<file path="src/rtl/brightness_ctrl.sv">
`timescale 1ns/1ps
`default_nettype none
// ============================================================================
// Module   : brightness_ctrl
// Purpose  : Front-panel brightness controller. Synchronises and debounces
//            the up/down push-buttons, steps an 8-bit duty percentage
//            (0..100) on each press and auto-repeats while a button is held.
// Revision : 1.0 - initial release
// ============================================================================
module brightness_ctrl #(
  parameter int DEBOUNCE_CYCLES = 500000,
  parameter int REPEAT_DELAY    = 50000000,
  parameter int REPEAT_PERIOD   = 20000000,
  parameter int STEP            = 10,
  parameter int RESET_DUTY      = 50
) (
  input  logic       clk,
  input  logic       reset,
  input  logic       btn_up,
  input  logic       btn_down,
  output logic [7:0] duty,
  output logic       duty_changed,
  output logic       at_max,
  output logic       at_min
);

  // Debounce counter only needs to reach DEBOUNCE_CYCLES-1: the flip happens
  // on the cycle that would have made it DEBOUNCE_CYCLES.
  localparam int c_cnt_w = (DEBOUNCE_CYCLES > 1) ? $clog2(DEBOUNCE_CYCLES) : 1;
  localparam logic [c_cnt_w-1:0] c_deb_last = c_cnt_w'(DEBOUNCE_CYCLES - 1);
  localparam logic [c_cnt_w-1:0] c_cnt_one  = c_cnt_w'(1);

  localparam int c_rep_max = (REPEAT_DELAY > REPEAT_PERIOD) ? REPEAT_DELAY : REPEAT_PERIOD;
  localparam int c_tmr_w   = $clog2(c_rep_max + 1);
  localparam logic [c_tmr_w-1:0] c_delay   = c_tmr_w'(REPEAT_DELAY);
  localparam logic [c_tmr_w-1:0] c_period  = c_tmr_w'(REPEAT_PERIOD);
  localparam logic [c_tmr_w-1:0] c_tmr_one = c_tmr_w'(1);

  localparam logic [8:0] c_step       = 9'(STEP);
  localparam logic [8:0] c_max9       = 9'd100;
  localparam logic [7:0] c_reset_duty = 8'(RESET_DUTY);
  localparam logic       c_rst_max    = (RESET_DUTY == 100);
  localparam logic       c_rst_min    = (RESET_DUTY == 0);

  // Bit 0 = up button, bit 1 = down button
  logic [1:0] w_raw;
  logic [1:0] w_stable;

  assign w_raw = {btn_down, btn_up};

  for (genvar gi = 0; gi < 2; gi++) begin : g_btn
    logic               r_s1;
    logic               r_s2;
    logic               r_stable;
    logic [c_cnt_w-1:0] r_cnt;

    // Two-flop synchroniser for the raw asynchronous button
    always_ff @(posedge clk or posedge reset) begin
      if (reset) begin
        r_s1 <= 1'b0;
        r_s2 <= 1'b0;
      end else begin
        r_s1 <= w_raw[gi];
        r_s2 <= r_s1;
      end
    end

    // Debouncer: accept a new level after DEBOUNCE_CYCLES consecutive mismatches
    always_ff @(posedge clk or posedge reset) begin
      if (reset) begin
        r_stable <= 1'b0;
        r_cnt    <= '0;
      end else if (r_s2 == r_stable) begin
        r_cnt <= '0;
      end else if (r_cnt == c_deb_last) begin
        r_stable <= ~r_stable;
        r_cnt    <= '0;
      end else begin
        r_cnt <= r_cnt + c_cnt_one;
      end
    end

    assign w_stable[gi] = r_stable;
  end

  typedef enum logic [0:0] {
    ST_IDLE = 1'b0,
    ST_HOLD = 1'b1
  } state_t;

  state_t             r_state;
  logic               r_dir_up;
  logic [c_tmr_w-1:0] r_timer;
  logic [7:0]         r_duty;
  logic               r_changed;
  logic               r_at_max;
  logic               r_at_min;

  logic       w_cmd_up;
  logic       w_cmd_dn;
  logic       w_cmd_any;
  logic       w_fresh;
  logic       w_repeat;
  logic [8:0] w_up_sum;
  logic [8:0] w_dn_diff;
  logic [7:0] w_up_val;
  logic [7:0] w_dn_val;
  logic [7:0] w_next_duty;

  // Both buttons stable-high is treated as no command
  assign w_cmd_up  = w_stable[0] & ~w_stable[1];
  assign w_cmd_dn  = w_stable[1] & ~w_stable[0];
  assign w_cmd_any = w_cmd_up | w_cmd_dn;

  // Saturating step arithmetic and step decision for this cycle
  always_comb begin
    w_fresh   = 1'b0;
    w_repeat  = 1'b0;
    w_up_sum  = {1'b0, r_duty} + c_step;
    w_dn_diff = {1'b0, r_duty} - c_step;
    w_up_val  = (w_up_sum > c_max9) ? 8'd100 : w_up_sum[7:0];
    w_dn_val  = w_dn_diff[8] ? 8'd0 : w_dn_diff[7:0];
    case (r_state)
      ST_IDLE: w_fresh = w_cmd_any;
      ST_HOLD: begin
        if (w_cmd_any) begin
          if (w_cmd_up != r_dir_up) begin
            w_fresh = 1'b1;
          end else if (r_timer == c_tmr_one) begin
            w_repeat = 1'b1;
          end
        end
      end
      default: ;
    endcase
    if (w_fresh || w_repeat) begin
      w_next_duty = w_cmd_up ? w_up_val : w_dn_val;
    end else begin
      w_next_duty = r_duty;
    end
  end

  // Step-control FSM with registered duty, change pulse and limit flags
  always_ff @(posedge clk or posedge reset) begin
    if (reset) begin
      r_state   <= ST_IDLE;
      r_dir_up  <= 1'b0;
      r_timer   <= '0;
      r_duty    <= c_reset_duty;
      r_changed <= 1'b0;
      r_at_max  <= c_rst_max;
      r_at_min  <= c_rst_min;
    end else begin
      r_duty    <= w_next_duty;
      r_changed <= (w_next_duty != r_duty);
      r_at_max  <= (w_next_duty == 8'd100);
      r_at_min  <= (w_next_duty == 8'd0);
      case (r_state)
        ST_IDLE: begin
          if (w_fresh) begin
            r_state  <= ST_HOLD;
            r_dir_up <= w_cmd_up;
            r_timer  <= c_delay;
          end
        end
        ST_HOLD: begin
          if (!w_cmd_any) begin
            r_state <= ST_IDLE;
            r_timer <= '0;
          end else if (w_fresh) begin
            r_dir_up <= w_cmd_up;
            r_timer  <= c_delay;
          end else if (w_repeat) begin
            r_timer <= c_period;
          end else begin
            r_timer <= r_timer - c_tmr_one;
          end
        end
        default: r_state <= ST_IDLE;
      endcase
    end
  end

  assign duty         = r_duty;
  assign duty_changed = r_changed;
  assign at_max       = r_at_max;
  assign at_min       = r_at_min;

endmodule
`default_nettype wire

</file>
<file path="config.mk">
export PLATFORM = sky130hd
export DESIGN_NAME = brightness_ctrl
export DESIGN_NICKNAME = d
export VERILOG_FILES = /design/src/rtl/brightness_ctrl.sv
export SDC_FILE = /design/constraint.sdc
export NUM_CORES = 1
export LEC_CHECK = 0
export ABC_CLOCK_PERIOD_IN_PS = 4400
export CAP_MARGIN = 15
export CORE_UTILIZATION = 60
export CTS_CLUSTER_SIZE = 14
export DETAILED_ROUTE_END_ITERATION = 12
export PLACE_DENSITY = 0.85
export SETUP_SLACK_MARGIN = 0.1
export SYNTH_ARGS = -nofsm -noshare
export SYNTH_HDL_FRONTEND = slang
export SYNTH_SLANG_ARGS = --single-unit
</file>
<file path="constraint.sdc">
create_clock -name clk -period 4.4 [get_ports clk]
set_clock_uncertainty 0.1 [all_clocks]
set_input_delay 0.44 -clock clk [delete_from_list [all_inputs] [get_ports clk]]
set_output_delay 0.44 -clock clk [all_outputs]
set_load 0.05 [all_outputs]
</file>
==> metrics, run 1 <==
Post-Syn Area=4697 µm²; number of distinct library cells after synthesis=between 70 and 80; Combinational Power Share=2.2%; Peak Freq=between 300 and 400 MHz; total of max-cap violations=0; number of global-route vias before repair=3,708; DRT Wirelength=10,230 µm; Finished Core Util=68.37%; final total negative setup slack=0 ns; post-cts sizing count=0; syn_area_per_cell=between 9 and 10 µm²; Residual DRC=0; estimated wirelength of the detail-placed design=just under 7000 µm; critical path launch point type=register; FF-to-FF setup slack=1.10 ns; clock tree sinks=83; Max VDD drop=163.5 µV; Reg power frac=54.1%; die area=roughly 8000 µm²; vias per std cell=6.311; Fin. Hold Viols=0; H-tree Lvls=3; worst path required time=4.56 ns; synth warn=0; CP endpoint kind=register; DR pass1 iterations=5; sequential-to-total area share from yosys stat=44.30%; Pint=1106 µW; Mapped Nets=531; global route overflow=0; Worst Max-Slew Pin Slew=1.015 ns; Die Y-Extent=90.48 µm; clk root buf=clkbuf_8; critical-path maximum fanout=23; Initial Utilization=63.40%; Die X-Extent=~90 µm; RSZ-0062 raised after global routing=false; share of cells above drive strength 1=under 10%; Worst slew margin=between 30% and 40%; outcome=finished clean; WL/cell=16.24 µm; initial antenna violation count=0; Synth async-reset ratio=100.0%; first-pass GRT wire length=17,280 µm; number of synthesized flops with an enable pin=0; PwrDens=282.3 nW/µm²; Num CTS Buffers=9; Hold Crit Class=register to register; Tcrit/Tclk final=74.91%; critical path arrival=3.46 ns; IO Port Bufs=14; IO Pins=15; Synth area leaders=dfrtp_1, nor2_1, nand2_1, o21ai_0, xor2_1; Post-CTS Hold Fix Bufs=0; clk_lat worst skew=0.36 ns; Switch Pwr=between 300 and 400 µW; placer congestion estimate=0.9174; Antenna Nets Post-Route=0; gr usage total=between 20% and 30%; CP Class=register to register; cell type with the largest total area after synthesis=dfrtp_1; maximum number of pins on one net before global-route repair=53; Clock power frac=43.6%; maximum clock path buffer count=2; Syn-to-layout area delta=7.832%; Leak Pwr=0.002150 µW; clk slew on worst S/H paths=0.09 ns; top_reg_cell synth=dfrtp_1; Vias=3,976; Yosys reg bits=83; # setup viols final=0; Ant. Diodes=0; Syn Inst Count=between 500 and 600; Period minus WS final=3.296 ns; CTS tree=done; post-CTS setup buffers=0; Core Area=between 7000 and 8000 µm²; number of core rows=31; post-synth top area share=42.62%; initial drt markers=306; Switching Fraction=between 20% and 30%; final-report max-slew violation count=0; final net count=537
metrics by stage:
stage | power (µW) | setup WS, ns | instance area [µm²] | hold slack [ns] | std cells
global route | 1483 | 0.8243 | 5065 | 0.2715 | 630
floorplan | 811.7 | 1.689 | 4697 | 0.2312 | 520
CTS | 1443 | 1.197 | 5065 | 0.2571 | 630
global placement | 821.1 | 1.393 | 4840 | 0.2337 | 614
finish | 1430 | 1.104 | 5065 | 0.2550 | 630
detailed placement | 822.7 | 1.228 | 4840 | 0.2373 | 614
placed cells by master, fill, tap and decap left out, types with 3 or more instances in the layout:
| cell type | synthesis | layout |
|---|---|---|
| dfrtp_1 | 80 | 80 |
| nor2_1 | 67 | 67 |
| nand2_1 | 57 | 57 |
| o21ai_0 | 41 | 41 |
| nand3_1 | 30 | 30 |
| a21oi_1 | 25 | 25 |
| nor3_1 | 20 | 20 |
| xor2_1 | 19 | 19 |
| inv_1 | 18 | 17 |
| xnor2_1 | 16 | 16 |
| clkdlybuf4s50_1 | 0 | 14 |
| or3_1 | 10 | 10 |
| clkbuf_8 | 4 | 9 |
| nor4_1 | 8 | 8 |
| and3_1 | 8 | 8 |
| ha_1 | 7 | 7 |
| a31oi_1 | 6 | 6 |
| a22o_1 | 5 | 5 |
| or2_2 | 4 | 4 |
| a211oi_1 | 4 | 4 |
| o211ai_1 | 3 | 3 |
| nand4_1 | 3 | 3 |
| o31ai_1 | 3 | 3 |
| nand2b_1 | 3 | 3 |
| and4_1 | 3 | 3 |
| a21o_1 | 3 | 3 |
| dfstp_2 | 3 | 3 |
routing by layer:
| metal | part of all wire [%] | up-vias | global-route usage (%) |
|---|---|---|---|
| li1 | - | 1869 | - |
| met1 | 43 | 1917 | 35.61 |
| met2 | 48 | 164 | 41.48 |
| met3 | 6.8 | 26 | 4.966 |
| met4 | 2.2 | 0 | 10.75 |
| met5 | 0 | - | 0 |
critical path: stages, from the launching register on:
cell,delay [ns]
dfrtp_1,0.40
inv_1,0.07
ha_1,0.47
xnor2_1,0.24
a21oi_1,0.16
a41oi_2,0.84
a21oi_1,0.15
a221oi_2,0.30
o211ai_2,0.18
nor4b_2,0.27
power groups by stage:
stage	registers [µW]	clock network (µW)	logic, µW
after floorplan	788	0	23.9
after global placement	789	0	32.3
after detailed placement	789	0	33.4
after CTS	774	636	33.7
after global routing	775	670	37.7
final	774	624	32.1
final timing paths:
path,from,to,cells past startpoint
setup / recovery,g_btn[1].r_stable,at_max,9
hold / removal,g_btn[0].r_s1,g_btn[0].r_s2,0
setup reg to reg,g_btn[1].r_stable,at_max,9
hold reg to reg,g_btn[0].r_s1,g_btn[0].r_s2,0
max in group asynchronous,reset,duty[1],3
min in group asynchronous,reset,g_btn[1].r_cnt[15],2
cells by family after synthesis:
| group | share of synthesized area (%) |
|---|---|
| fa+ha+maj | 1.865 |
| compound gates | 17.32 |
| mux | 0.6926 |
| buf+inv | 4.288 |
| flops | 44.30 |
| xor+xnor | 6.526 |
| simple gates | 25.01 |
synth_stat cells (3+ instances only):
library cell and instances:
o21ai_0 41, a22o_1 5, or2_2 4, o211ai_1 3
a31oi_1 6, nand2b_1 3, clkbuf_1 10, a21oi_1 25
o31ai_1 3, dfrtp_1 80, nand2_1 57, nand3_1 30
or3_1 10, dfstp_2 3, and3_1 8, nor4_1 8
a21o_1 3, inv_1 18, and4_1 3, clkbuf_8 4
a211oi_1 4, nand4_1 3, nor2_1 67, xnor2_1 16
nor3_1 20, ha_1 7, xor2_1 19
state kept, by name (all words and copies together), names as in the netlist:
register,flops
g_btn.r_s2,2
duty_changed,1
g_btn.r_s1,2
r_state,1
r_timer,26
at_min,1
duty,8
r_dir_up,1
g_btn.r_cnt,38
at_max,1
g_btn.r_stable,2
cell type report:
class                      count  area, µm²
inverter                      19      72.57
multi-input combinational    398       2415
sequential                    83       2081
fill                         580       2344
clock inverter                 6      97.59
tap                           99      123.9
clock buffer                  10      127.6
timing repair buffer          15      147.6
No activity file was read; power rests on OpenSTA's default activity.
==> inputs of run 2 (changes only) <==
--- a/config.mk
+++ b/config.mk
@@ -5,12 +5,12 @@
 export SDC_FILE = /design/constraint.sdc
 export NUM_CORES = 1
 export LEC_CHECK = 0
-export ABC_CLOCK_PERIOD_IN_PS = 4400
+export ABC_CLOCK_PERIOD_IN_PS = 2800
 export CAP_MARGIN = 15
-export CORE_UTILIZATION = 60
+export CORE_UTILIZATION = 56
 export CTS_CLUSTER_SIZE = 14
 export DETAILED_ROUTE_END_ITERATION = 12
-export PLACE_DENSITY = 0.85
+export PLACE_DENSITY = 0.84
 export SETUP_SLACK_MARGIN = 0.1
 export SYNTH_ARGS = -nofsm -noshare
 export SYNTH_HDL_FRONTEND = slang
==> constraint.sdc (replaced) <==
create_clock -name clk -period 2.8 [get_ports clk]
set_clock_uncertainty 0.1 [all_clocks]
set_input_delay 0.28 -clock clk [delete_from_list [all_inputs] [get_ports clk]]
set_output_delay 0.28 -clock clk [all_outputs]
set_load 0.05 [all_outputs]
==> run 2 against run 1 <==
Worst setup slack worse by 0.99 ns. Highest routed layer unchanged. Final cell count is 5.1% higher. Sequential share of layout area is 2.1 points lower. First-iteration DRC count is 33% higher. Register-to-register slack worse by 0.99 ns. Worst hold slack worse by 0.13 ns.
==> metrics, run 2 (synthesis gave the netlist of run 1 again) <==
outcome=finished clean (unchanged); share of cells above drive strength 1=15.26% (was 8.851%); PnR worst setup slack=0.1133 ns (was 1.104 ns); final-report max-slew violation count=0 (unchanged); critical-path maximum fanout=5 (was 23); clk root buf=clkbuf_8 (unchanged); IO Port Bufs=14 (unchanged); maximum number of pins on one net before global-route repair=64 (was 53); PwrDens=411.3 nW/µm² (was 282.3 nW/µm²); # placed instances=638 (was 614); final total negative setup slack=0 ns (unchanged); WP buf/inv=1 (unchanged); gr usage total=26.79% (was 26.24%); Worst Max-Slew Pin Slew=0.7064 ns (was 1.015 ns); first-pass GRT wire length=18,490 µm (was 17,280 µm); Fin. Hold Viols=0 (unchanged); crit-path leading delay family=simple AND/OR/NAND/NOR gates (was compound AO/OA/AOI/OAI gates); die area=8758 µm² (was 8186 µm²); Residual DRC=0 (unchanged); highest-count cells in the layout ignoring fill and taps=dfrtp_1, nor2_1, nand2_1 (unchanged); final net count=563 (was 537); global route overflow=0 (unchanged); Die Y-Extent=93.59 µm (was 90.48 µm); final instance count without filler cells=662 (was 630); Vias=4,106 (was 3,976); CP Class=register to register (unchanged); Peak Freq=372.2 MHz (was 303.4 MHz); RSZ-0062 raised after global routing=true (was false); Hold Crit Class=input pin to asynchronous set/reset pin (was register to register); number of core rows=33 (was 31); crit-path max cell delay=0.43 ns (was 0.84 ns); initial drt markers=407 (was 306); # setup viols final=0 (unchanged); number of global-route vias before repair=3,940 (was 3,708); Top reg by flops=g_btn.r_cnt (unchanged); CTS tree=done (unchanged); Ant. Diodes=0 (unchanged); Antenna Nets Post-Route=0 (unchanged); Num CTS Buffers=9 (unchanged); Initial Utilization=57.45% (was 63.40%); Period minus WS final=2.687 ns (was 3.296 ns); Max VDD drop=363.0 µV (was 163.5 µV); estimated wirelength of the detail-placed design=7285 µm (was 6844 µm); Tcrit/Tclk final=95.95% (was 74.91%); worst path required time=2.93 ns (was 4.56 ns); clock tree sinks=83 (unchanged); pre-CTS WS=0.01156 ns (was 1.228 ns); CP max stage cell=dfrtp_1 (was a41oi_2); DR pass1 iterations=5 (unchanged); H-tree Lvls=3 (unchanged); WL/cell=16.37 µm (was 16.24 µm); CP endpoint kind=register (unchanged); vias per std cell=6.202 (was 6.311); Leak Pwr=0.002282 µW (was 0.002150 µW); IO Pins=15 (unchanged); DRT Wirelength=10,840 µm (was 10,230 µm); most common cell after layout, fill and taps aside=dfrtp_1 (unchanged); Post-CTS Hold Fix Bufs=0 (unchanged); Worst slew margin=52.69% (was 32.30%); initial antenna violation count=0 (unchanged); Core Area=8175 µm² (was 7408 µm²); dpl cell area=4995 µm² (was 4840 µm²); Syn-to-layout area delta=13.67% (was 7.832%); clk_lat worst skew=0.36 ns (about the same); critical path launch point type=register (unchanged); design area=5339 µm² (was 5065 µm²); clk slew on worst S/H paths=0.09 ns (about the same); crit path cell chain=or3_4, nor4_4, a41oi_4, buf_4, nor4_1, a211oi_1, a31oi_2, nor4b_2 (was inv_1, ha_1, xnor2_1, a21oi_1, a41oi_2, a21oi_1, a221oi_2, o211ai_2, nor4b_2); Die X-Extent=93.59 µm (was 90.48 µm); total of max-cap violations=0 (unchanged); placer congestion estimate=0.9175 (was 0.9174); critical path arrival=2.82 ns (was 3.46 ns); maximum clock path buffer count=2 (unchanged); max reg flops=38 (unchanged)
## run 2: cell types whose count changed in the layout (fill, tap and decap cells not counted), sizes merged
cell	change
buf	+26
bufinv	-1
clkinvlp	+1
## run 2: worst paths after layout
kind                       cells after the start            end  slack (ns)          start
setup / recovery                               8         at_max        0.11    r_timer[13]
hold / removal                                 2    r_timer[24]        0.12          reset
setup reg to reg                               8         at_max        0.11    r_timer[13]
hold reg to reg                                0  g_btn[0].r_s2        0.25  g_btn[0].r_s1
max in group asynchronous                      3        duty[1]        1.80          reset
min in group clk                               1  g_btn[1].r_s1        0.24       btn_down
## run 2: timing repair
action,CTS,global route
gates resized for setup,5,10
setup endpoints to repair,2,8
setup buffers,7,1
cloned,0,0
pin swaps,3,6
## run 2: stage by stage
stage	total power, µW	utilization, %	hold WS [ns]
floorplan	1275	-	0.2114
global placement	1292	61.10	0.2353
detailed placement	1295	61.10	0.2355
CTS	2210	64.60	0.1337
global route	2271	65.30	0.1545
finish	2196	65.30	0.1225
## run 2: per-layer routing
layer / vias to the layer above / wire (µm) / GRT usage (%)
li1: 1922 / - / -
met1: 1993 / 4759 / 35.87
met2: 159 / 5130 / 43.26
met3: 32 / 669 / 5.447
met4: 0 / 276 / 9.487
met5: - / 0 / 0
## run 2: where the power goes
| part | total [µW] | leakage (µW) | internal [µW] | switching (µW) |
|---|---|---|---|---|
| clock network | 928 | 0.000105 | 448 | 480 |
| logic | 52.6 | 0.00105 | 15.2 | 37.4 |
| registers | 1220 | 0.00113 | 1210 | 8.01 |
| total | 2200 | 0.00228 | 1670 | 525 |
## run 2: cell type report
type                       instances  area (µm²)
timing repair buffer              41       362.8
sequential                        83        2081
fill                             650        2836
inverter                          19       72.57
clock buffer                      10       137.6
tap                              105       131.4
multi-input combinational        398        2482
clock inverter                     6       71.32
